<file path="config.mk">
export PLATFORM = sky130hd
export DESIGN_NAME = detector_sentido
export DESIGN_NICKNAME = d
export VERILOG_FILES = /design/src/rtl/detector_pkg.sv /design/src/rtl/antirrebote.sv /design/src/rtl/detector_sentido.sv
export SDC_FILE = /design/constraint.sdc
export NUM_CORES = 1
export LEC_CHECK = 0
export BUFFER_PORTS_ARGS = -buffer_cell sky130_fd_sc_hd__buf_2
export CAP_MARGIN = 20
export CORE_MARGIN = 2
export CORE_UTILIZATION = 30
export CTS_BUF_LIST = sky130_fd_sc_hd__clkbuf_16
export DETAILED_ROUTE_END_ITERATION = 10
export PLACE_DENSITY = 0.48
export SLEW_MARGIN = 15
export SYNTH_ARGS = -nofsm -noshare
export SYNTH_HDL_FRONTEND = slang
export SYNTH_SLANG_ARGS = --single-unit
</file>
<file path="constraint.sdc">
create_clock -name clk -period 1.8 [get_ports clk]
set_clock_uncertainty 0.15 [all_clocks]
set_input_delay 0.27 -clock clk [delete_from_list [all_inputs] [get_ports clk]]
set_output_delay 0.27 -clock clk [all_outputs]
set_load 0.005 [all_outputs]
</file>
<file path="src/rtl/detector_pkg.sv">
// Shared definitions for the parking direction decoder: FSM state encoding
// and the up/down command codes understood by the occupancy counter.
package detector_pkg;

  // Decoder states; REPOSO must stay 0 and FALLA 7 for the counter side.
  typedef enum logic [2:0] {
    REPOSO = 3'd0,
    E1     = 3'd1,
    E2     = 3'd2,
    E3     = 3'd3,
    S1     = 3'd4,
    S2     = 3'd5,
    S3     = 3'd6,
    FALLA  = 3'd7
  } estado_t;

  // Counter command codes, bit0 = Z0 (up), bit1 = Z1 (down); 2'b11 unused.
  localparam logic [1:0] Z_MANTENER = 2'b00;
  localparam logic [1:0] Z_SUBIR    = 2'b01;
  localparam logic [1:0] Z_BAJAR    = 2'b10;

endpackage

</file>
<file path="src/rtl/antirrebote.sv">
// One light-barrier input: 2-FF synchroniser followed, when the macro
// DETECTOR_ANTIRREBOTE_EN is defined, by a stability filter that only
// accepts a new level after DEB_CICLOS consecutive identical samples.
module antirrebote #(
  parameter int DEB_CICLOS = 4
) (
  input  logic clk,
  input  logic rst,
  input  logic d,
  output logic q
);

  // Only 4-bit stability counters are provided.
  if (DEB_CICLOS < 2 || DEB_CICLOS > 15) begin : g_rango_invalido
    $error("antirrebote: DEB_CICLOS must be within 2..15");
  end

  logic [1:0] sync_q, sync_d;

  // Shift the asynchronous sensor into the clock domain.
  always_comb begin
    sync_d = {sync_q[0], d};
  end

  // Synchroniser register.
  always_ff @(posedge clk) begin
    if (rst) sync_q <= 2'b00;
    else     sync_q <= sync_d;
  end

`ifdef DETECTOR_ANTIRREBOTE_EN
  logic [3:0] cnt_q, cnt_d;
  logic       out_q, out_d;

  // Count how long the synchronised level has differed from the output.
  always_comb begin
    cnt_d = cnt_q;
    out_d = out_q;
    if (sync_q[1] == out_q) begin
      cnt_d = 4'd0;
    end else if (cnt_q == 4'(DEB_CICLOS - 1)) begin
      out_d = sync_q[1];
      cnt_d = 4'd0;
    end else begin
      cnt_d = cnt_q + 4'd1;
    end
  end

  // Stability counter and filtered output register.
  always_ff @(posedge clk) begin
    if (rst) begin
      cnt_q <= 4'd0;
      out_q <= 1'b0;
    end else begin
      cnt_q <= cnt_d;
      out_q <= out_d;
    end
  end

  assign q = out_q;
`else
  assign q = sync_q[1];
`endif

endmodule

</file>
<file path="src/rtl/detector_sentido.sv">
// Vehicle direction decoder: tracks the A(outer)/B(inner) barrier pattern,
// issues one-cycle count-up (Z0) / count-down (Z1) commands, rejects entries
// when the lot is full and drives the entry barrier.
// Optional input debounce is enabled with the macro DETECTOR_ANTIRREBOTE_EN.
module detector_sentido
  import detector_pkg::*;
#(
  parameter int DEB_CICLOS = 4
) (
  input  logic clk,
  input  logic rst,
  input  logic a,
  input  logic b,
  input  logic lleno,
  output logic Z0,
  output logic Z1,
  output logic barrera,
  output logic rechazo,
  output logic error
);

  logic       as_s, bs_s;
  logic [1:0] sens;

  estado_t    estado_q, estado_d;
  logic [1:0] cmd_q, cmd_d;
  logic       rechazo_q, rechazo_d;
  logic       error_q, error_d;
  logic       barrera_q, barrera_d;

  antirrebote #(.DEB_CICLOS(DEB_CICLOS)) u_ant_a (
    .clk (clk),
    .rst (rst),
    .d   (a),
    .q   (as_s)
  );

  antirrebote #(.DEB_CICLOS(DEB_CICLOS)) u_ant_b (
    .clk (clk),
    .rst (rst),
    .d   (b),
    .q   (bs_s)
  );

  assign sens = {as_s, bs_s};

  // Next-state and registered-output decode of the sensor pattern.
  always_comb begin
    estado_d  = estado_q;
    cmd_d     = Z_MANTENER;
    rechazo_d = 1'b0;
    case (estado_q)
      REPOSO: begin
        if (sens == 2'b10)      estado_d = E1;
        else if (sens == 2'b01) estado_d = S1;
        else if (sens == 2'b11) estado_d = FALLA;
      end
      E1: begin
        if (sens == 2'b11)      estado_d = E2;
        else if (sens == 2'b00) estado_d = REPOSO;
        else if (sens == 2'b01) estado_d = FALLA;
      end
      E2: begin
        if (sens == 2'b01)      estado_d = E3;
        else if (sens == 2'b10) estado_d = E1;
        else if (sens == 2'b00) estado_d = FALLA;
      end
      E3: begin
        if (sens == 2'b00) begin
          estado_d = REPOSO;
          // lleno only matters in the completion cycle itself.
          if (lleno) rechazo_d = 1'b1;
          else       cmd_d     = Z_SUBIR;
        end else if (sens == 2'b11) begin
          estado_d = E2;
        end else if (sens == 2'b10) begin
          estado_d = FALLA;
        end
      end
      S1: begin
        if (sens == 2'b11)      estado_d = S2;
        else if (sens == 2'b00) estado_d = REPOSO;
        else if (sens == 2'b10) estado_d = FALLA;
      end
      S2: begin
        if (sens == 2'b10)      estado_d = S3;
        else if (sens == 2'b01) estado_d = S1;
        else if (sens == 2'b00) estado_d = FALLA;
      end
      S3: begin
        if (sens == 2'b00) begin
          estado_d = REPOSO;
          // The counter saturates at 0 by itself, so exit always counts down.
          cmd_d    = Z_BAJAR;
        end else if (sens == 2'b11) begin
          estado_d = S2;
        end else if (sens == 2'b01) begin
          estado_d = FALLA;
        end
      end
      FALLA: begin
        if (sens == 2'b00) estado_d = REPOSO;
      end
      default: estado_d = REPOSO;
    endcase
    // Registered copy of "next state is FALLA" equals "state is FALLA".
    error_d   = (estado_d == FALLA);
    barrera_d = ~lleno;
  end

  // State and output registers.
  always_ff @(posedge clk) begin
    if (rst) begin
      estado_q  <= REPOSO;
      cmd_q     <= Z_MANTENER;
      rechazo_q <= 1'b0;
      error_q   <= 1'b0;
      barrera_q <= 1'b0;
    end else begin
      estado_q  <= estado_d;
      cmd_q     <= cmd_d;
      rechazo_q <= rechazo_d;
      error_q   <= error_d;
      barrera_q <= barrera_d;
    end
  end

  assign Z0      = cmd_q[0];
  assign Z1      = cmd_q[1];
  assign rechazo = rechazo_q;
  assign error   = error_q;
  assign barrera = barrera_q;

endmodule

</file>
# Word-level counts from Yosys, hierarchy flattened
# Cells that the tools add are included.
# word_totals
reg_bits	12
latchBits	0
mem_bits_rw	0
romBits	0
out_inout_bits	5
word_cells	49
n_memories	0
# classes
addsub	0
n_mul	0
div	0
n_lt_le_gt_ge	0
n_eq_ne	11
shifts	0
n_mux	25
n_bitwise	3
n_reduce_logical	3
# ops
cell	count
$mux W3	19
$pmux W3 S8	1
$eq A3 B3 Y1 const B	5
$eq A3 B2 Y1 const B	2
$eq A2 B2 Y1 const B	2
$pmux W2 S2	1
$eq A3 B1 Y1 const B	1
$logic_not A3 Y1	1
$mux W1	3
$not A1 Y1	3
$reduce_or A3 Y1	1
$eq A2 B1 Y1 const B	1
$logic_not A2 Y1	1
$mux W2	1

# Longest topological paths before layout
# depth
ltp_word	6
ltp_mapped	4
mapped_depth_nobuf	3

# Cells and area by module
# A second synthesis with hierarchy kept.
# unflattened
cells_unflattened	63
area_unflattened_um2	599.3
# modules_own_cells
module	n_inst	cells_per_inst	area_per_inst_um2	seq_area_each_um2
detector_sentido	1	55	494.2	160.2
antirrebote	2	4	52.6	40.0

# Worst setup path before layout
# Ideal clock, no wire load.
# synth_timing
path_kind	register to register
from	reg estado_q[1]
to	reg estado_q[0]
setup_time_ns	0.059
t_arrival_ns	1.070
required_ns	1.591
setup_slack_ns	0.521
path_stages_with_launch	4
period_less_slack_ns	1.279
path_cell_list	dfxtp_1 -> or4b_1 -> nand4_1 -> a32o_2
# synth_between
elab_chain_cells	2
elab_cells_between_ends	9
# synth_rtl
element	line_no	source
start, declared	detector_sentido.sv:25	estado_t estado_q, estado_d;
start signal, assigned	detector_sentido.sv:120	estado_q <= estado_d;
$eq A3 B3 Y1, or another cell as far along	detector_sentido.sv:52	case (estado_q)
$pmux W3 S8 *	detector_sentido.sv:52	
# Mark *: on every way between the ends. The rest lies on a longest branch, timed or not.
# A chain may end at the register's enable or synchronous reset.

# Worst setup path in the final report
# layout_timing
from	reg u_ant_a.sync_q[1]
to	reg estado_q[0]
# layout_between
elab_chain_cells	5
elab_cells_between_ends	24
# layout_rtl
element	line_no	source
start, declared	antirrebote.sv:18	logic [1:0] sync_q, sync_d;
start signal, assigned	antirrebote.sv:28	else sync_q <= sync_d;
$eq A2 B1 Y1, or another cell as far along	n/a	
$mux W3, on equally long branches	n/a	
$mux W3, or another cell as far along	detector_sentido.sv:95	end else if (sens == 2'b11) begin
$mux W3, or another cell as far along	detector_sentido.sv:91	if (sens == 2'b00) begin
$pmux W3 S8 *	detector_sentido.sv:52	
# Marked as above.

==> results.py <==
metrics = {
    "run_status": {
        "outcome": "finished, final reports clean",
    },
    "timing": {
        "post-route-period-util_pct": 86.2,
        "timing.final.ws_setup_ns": 0.248,
        "setup_violations": 0,
        "rsz0062_at_grt": "no",
        "slew_headroom_pct": 68.4,
        "maxSlewViolCount": 0,
        "hold-worst-slack_ns": 0.0567,
        "final.setup.tns_ns": 0,
        "tightestPinTransition_ns": 0.474,
        "hold_viol": 0,
        "fmax_mhz": 644,
        "layout_min_cycle_time_ns": 1.55,
    },
    "synthesis": {
        "seq_area_frac_synth_pct": 38.1,
        "synth_most_common_cell": "dfxtp_1",
        "synth-seq-cells": 12,
        "ys.flop_type": "dfxtp_1",
        "ys_types": 35,
        "avgSynthCellArea_um2": 9.85,
        "synthTopCellsByCount": "12 x dfxtp_1, 8 x nor2b_1, 5 x o21ai_0, 3 x buf_4",
        "syn-cell-area_um2": 631,
        "synth_nets": 69,
        "yosysWarnings": 0,
        "yosys-top-cells-area": "dfxtp_1 38%, nor2b_1 7.9%, clkbuf_8 4.4%",
        "synthArstFlopShare_pct": 0,
        "synthCells": 64,
        "synth.largest_area_cell": "dfxtp_1",
        "synth-edff-count": 0,
        "netlist.area_leader.share_pct": 38.1,
    },
    "floorplan": {
        "die_w_um": 49.8,
        "die_area_um2": 2480,
        "rows": 16,
        "io_pins": 10,
        "start_util_pct": 31.8,
        "coreArea_um2": 1980,
        "die_h_um": 49.8,
    },
    "global_routing": {
        "antenna_found_initial": 0,
        "grt_max_degree": 17,
        "grt_pass1_vias": 391,
        "overflow": 0,
        "grt_pass1_wl_um": 1760,
        "track_usage_pct": 9.87,
    },
    "cells_and_area": {
        "final_util_pct": 37.2,
        "area_growth_syn_to_layout_pct": 16.9,
        "layout.nets": 78,
        "layout-drive-gt1-share_pct": 28.2,
        "fill_cells": 198,
        "n_antenna_cell": 0,
    },
    "worst_setup_path": {
        "worstPathArrival_ns": 1.53,
        "startpoint": "u_ant_a.sync_q[1]$_SDFF_PP0_",
        "timing.critical_path.max_delay_family": "flip-flops",
        "critPathMaxFanout": 14,
        "cp_slowest_stage_delay_ns": 0.58,
        "critPathRequiredTime_ns": 1.78,
        "crit_slowest_cell": "dfxtp_1",
        "reg2reg_from": "u_ant_a.sync_q[1]$_SDFF_PP0_",
        "crit_type": "flop to flop",
        "start_kind": "flop",
        "cp_num_cells": 3,
        "end_kind": "flop",
        "crit_buf_inv": 0,
        "path_cells": "nor2b_1, a211o_1, a32o_2",
        "r2r_cells": 3,
        "reg2reg_slack_ns": 0.25,
    },
    "place": {
        "dp_slack_ns": 0.256,
        "hpwl_um": 728,
        "portBuffers": 9,
        "gp_congestion": 0.739,
    },
    "power_and_ir_drop": {
        "p_per_area_nw_per_um2": 1040,
        "p_total_w": 0.000763,
        "ir_drop_mv": 0.720,
        "power_leakage_nw": 0.312,
    },
    "worst_hold_path": {
        "min-delay-path-class": "input pin to flop",
        "hold_depth": 2,
        "hp-start": "lleno",
    },
    "routing": {
        "vias_per_cell": 4.69,
        "postRouteAntennaNets": 0,
        "wirelength_um": 1100,
        "vias": 460,
        "first_iter_violations": 2,
        "drc_errors": 0,
        "wl_per_cell_um": 11.2,
        "first_pass_iters": 2,
    },
    "clock_network": {
        "cts_max_level": 1,
        "clockRootBuffer": "clkbuf_16",
        "clock_latency_ns": 0.24,
        "hold_buffers": 0,
        "path_clk_slew_ns": 0.04,
        "cts_sinks": 12,
        "cts_resized": 0,
        "cts.path.max_buffers": 2,
        "cts_setup_buffers": 0,
        "cts_tree": "built",
        "numCtsBuffers": 3,
    },
    "run": {
        "cap_violations": 0,
    },
}
## worst paths after layout
kind | endpoint
setup / recovery | estado_q[0]$_SDFF_PP0_
hold / removal | barrera$_SDFF_PP0_
setup reg to reg | estado_q[0]$_SDFF_PP0_
hold reg to reg | u_ant_a.sync_q[1]$_SDFF_PP0_
## report_power, final
| part | leakage (nW) | total (W) | switching [W] | internal (W) |
|---|---|---|---|---|
| registers | 0.0983 | 0.000307 | 0.0000262 | 0.000280 |
| clock network | 0.0370 | 0.000390 | 0.000102 | 0.000288 |
| logic | 0.176 | 0.0000670 | 0.0000267 | 0.0000403 |
| total | 0.312 | 0.000763 | 0.000155 | 0.000609 |
## per-stage QoR
stage	instance area, um^2	instances
CTS	737	98
global placement	662	95
global route	737	98
floorplan	631	64
detailed placement	662	95
finish	737	98
## area by class of cell
type	count	area, um^2	share of cell area, %
Timing Repair Buffer	10	52.6	7.13
Multi-Input combinational cell	45	332	45.0
Inverter	1	3.75	0.509
Sequential cell	12	240	32.6
Tap cell	27	33.8	4.58
Clock buffer	3	75.1	10.2
## metal layers
layer / part of all wire [%] / track usage [%] / vias up
met5: 0 / 0 / -
met4: 1.2 / 5.56 / 0
met3: 5.2 / 4.85 / 2
met2: 44 / 13.6 / 8
met1: 50 / 12.4 / 201
li1: - / - / 249
## cells by family after synthesis
logic type / Yosys count / share of synthesized area (%)
buffers and inverters: 7 / 9.32
flip-flops: 12 / 38.1
AO/OA/AOI/OAI: 15 / 17.3
XOR/XNOR: 2 / 2.78
AND/OR/NAND/NOR: 28 / 32.5
## cells in the final DEF, fill, tap and decap left out, types with 2 or more instances in the layout
| cell type | n |
|---|---|
| dfxtp_1 | 12 |
| buf_2 | 9 |
| nor2b_1 | 8 |
| o21ai_0 | 5 |
| clkbuf_16 | 3 |
| nand2b_1 | 2 |
| nor2_1 | 2 |
| a41oi_1 | 2 |
| xor2_1 | 2 |
## flip-flops by register name, summed over array words and instances, names as in the netlist
register,count
estado_q,3
u_ant_a.sync_q,2
u_ant_b.sync_q,2
rechazo,1
error,1
barrera,1
cmd_q,2
## worst reg2reg max path: cells and delay by family, from the launching register on
family,cells,cell delay (ns)
compound gates,2,0.56
simple gates,1,0.15
flops,1,0.58
Power figures use the tool's default switching activity.
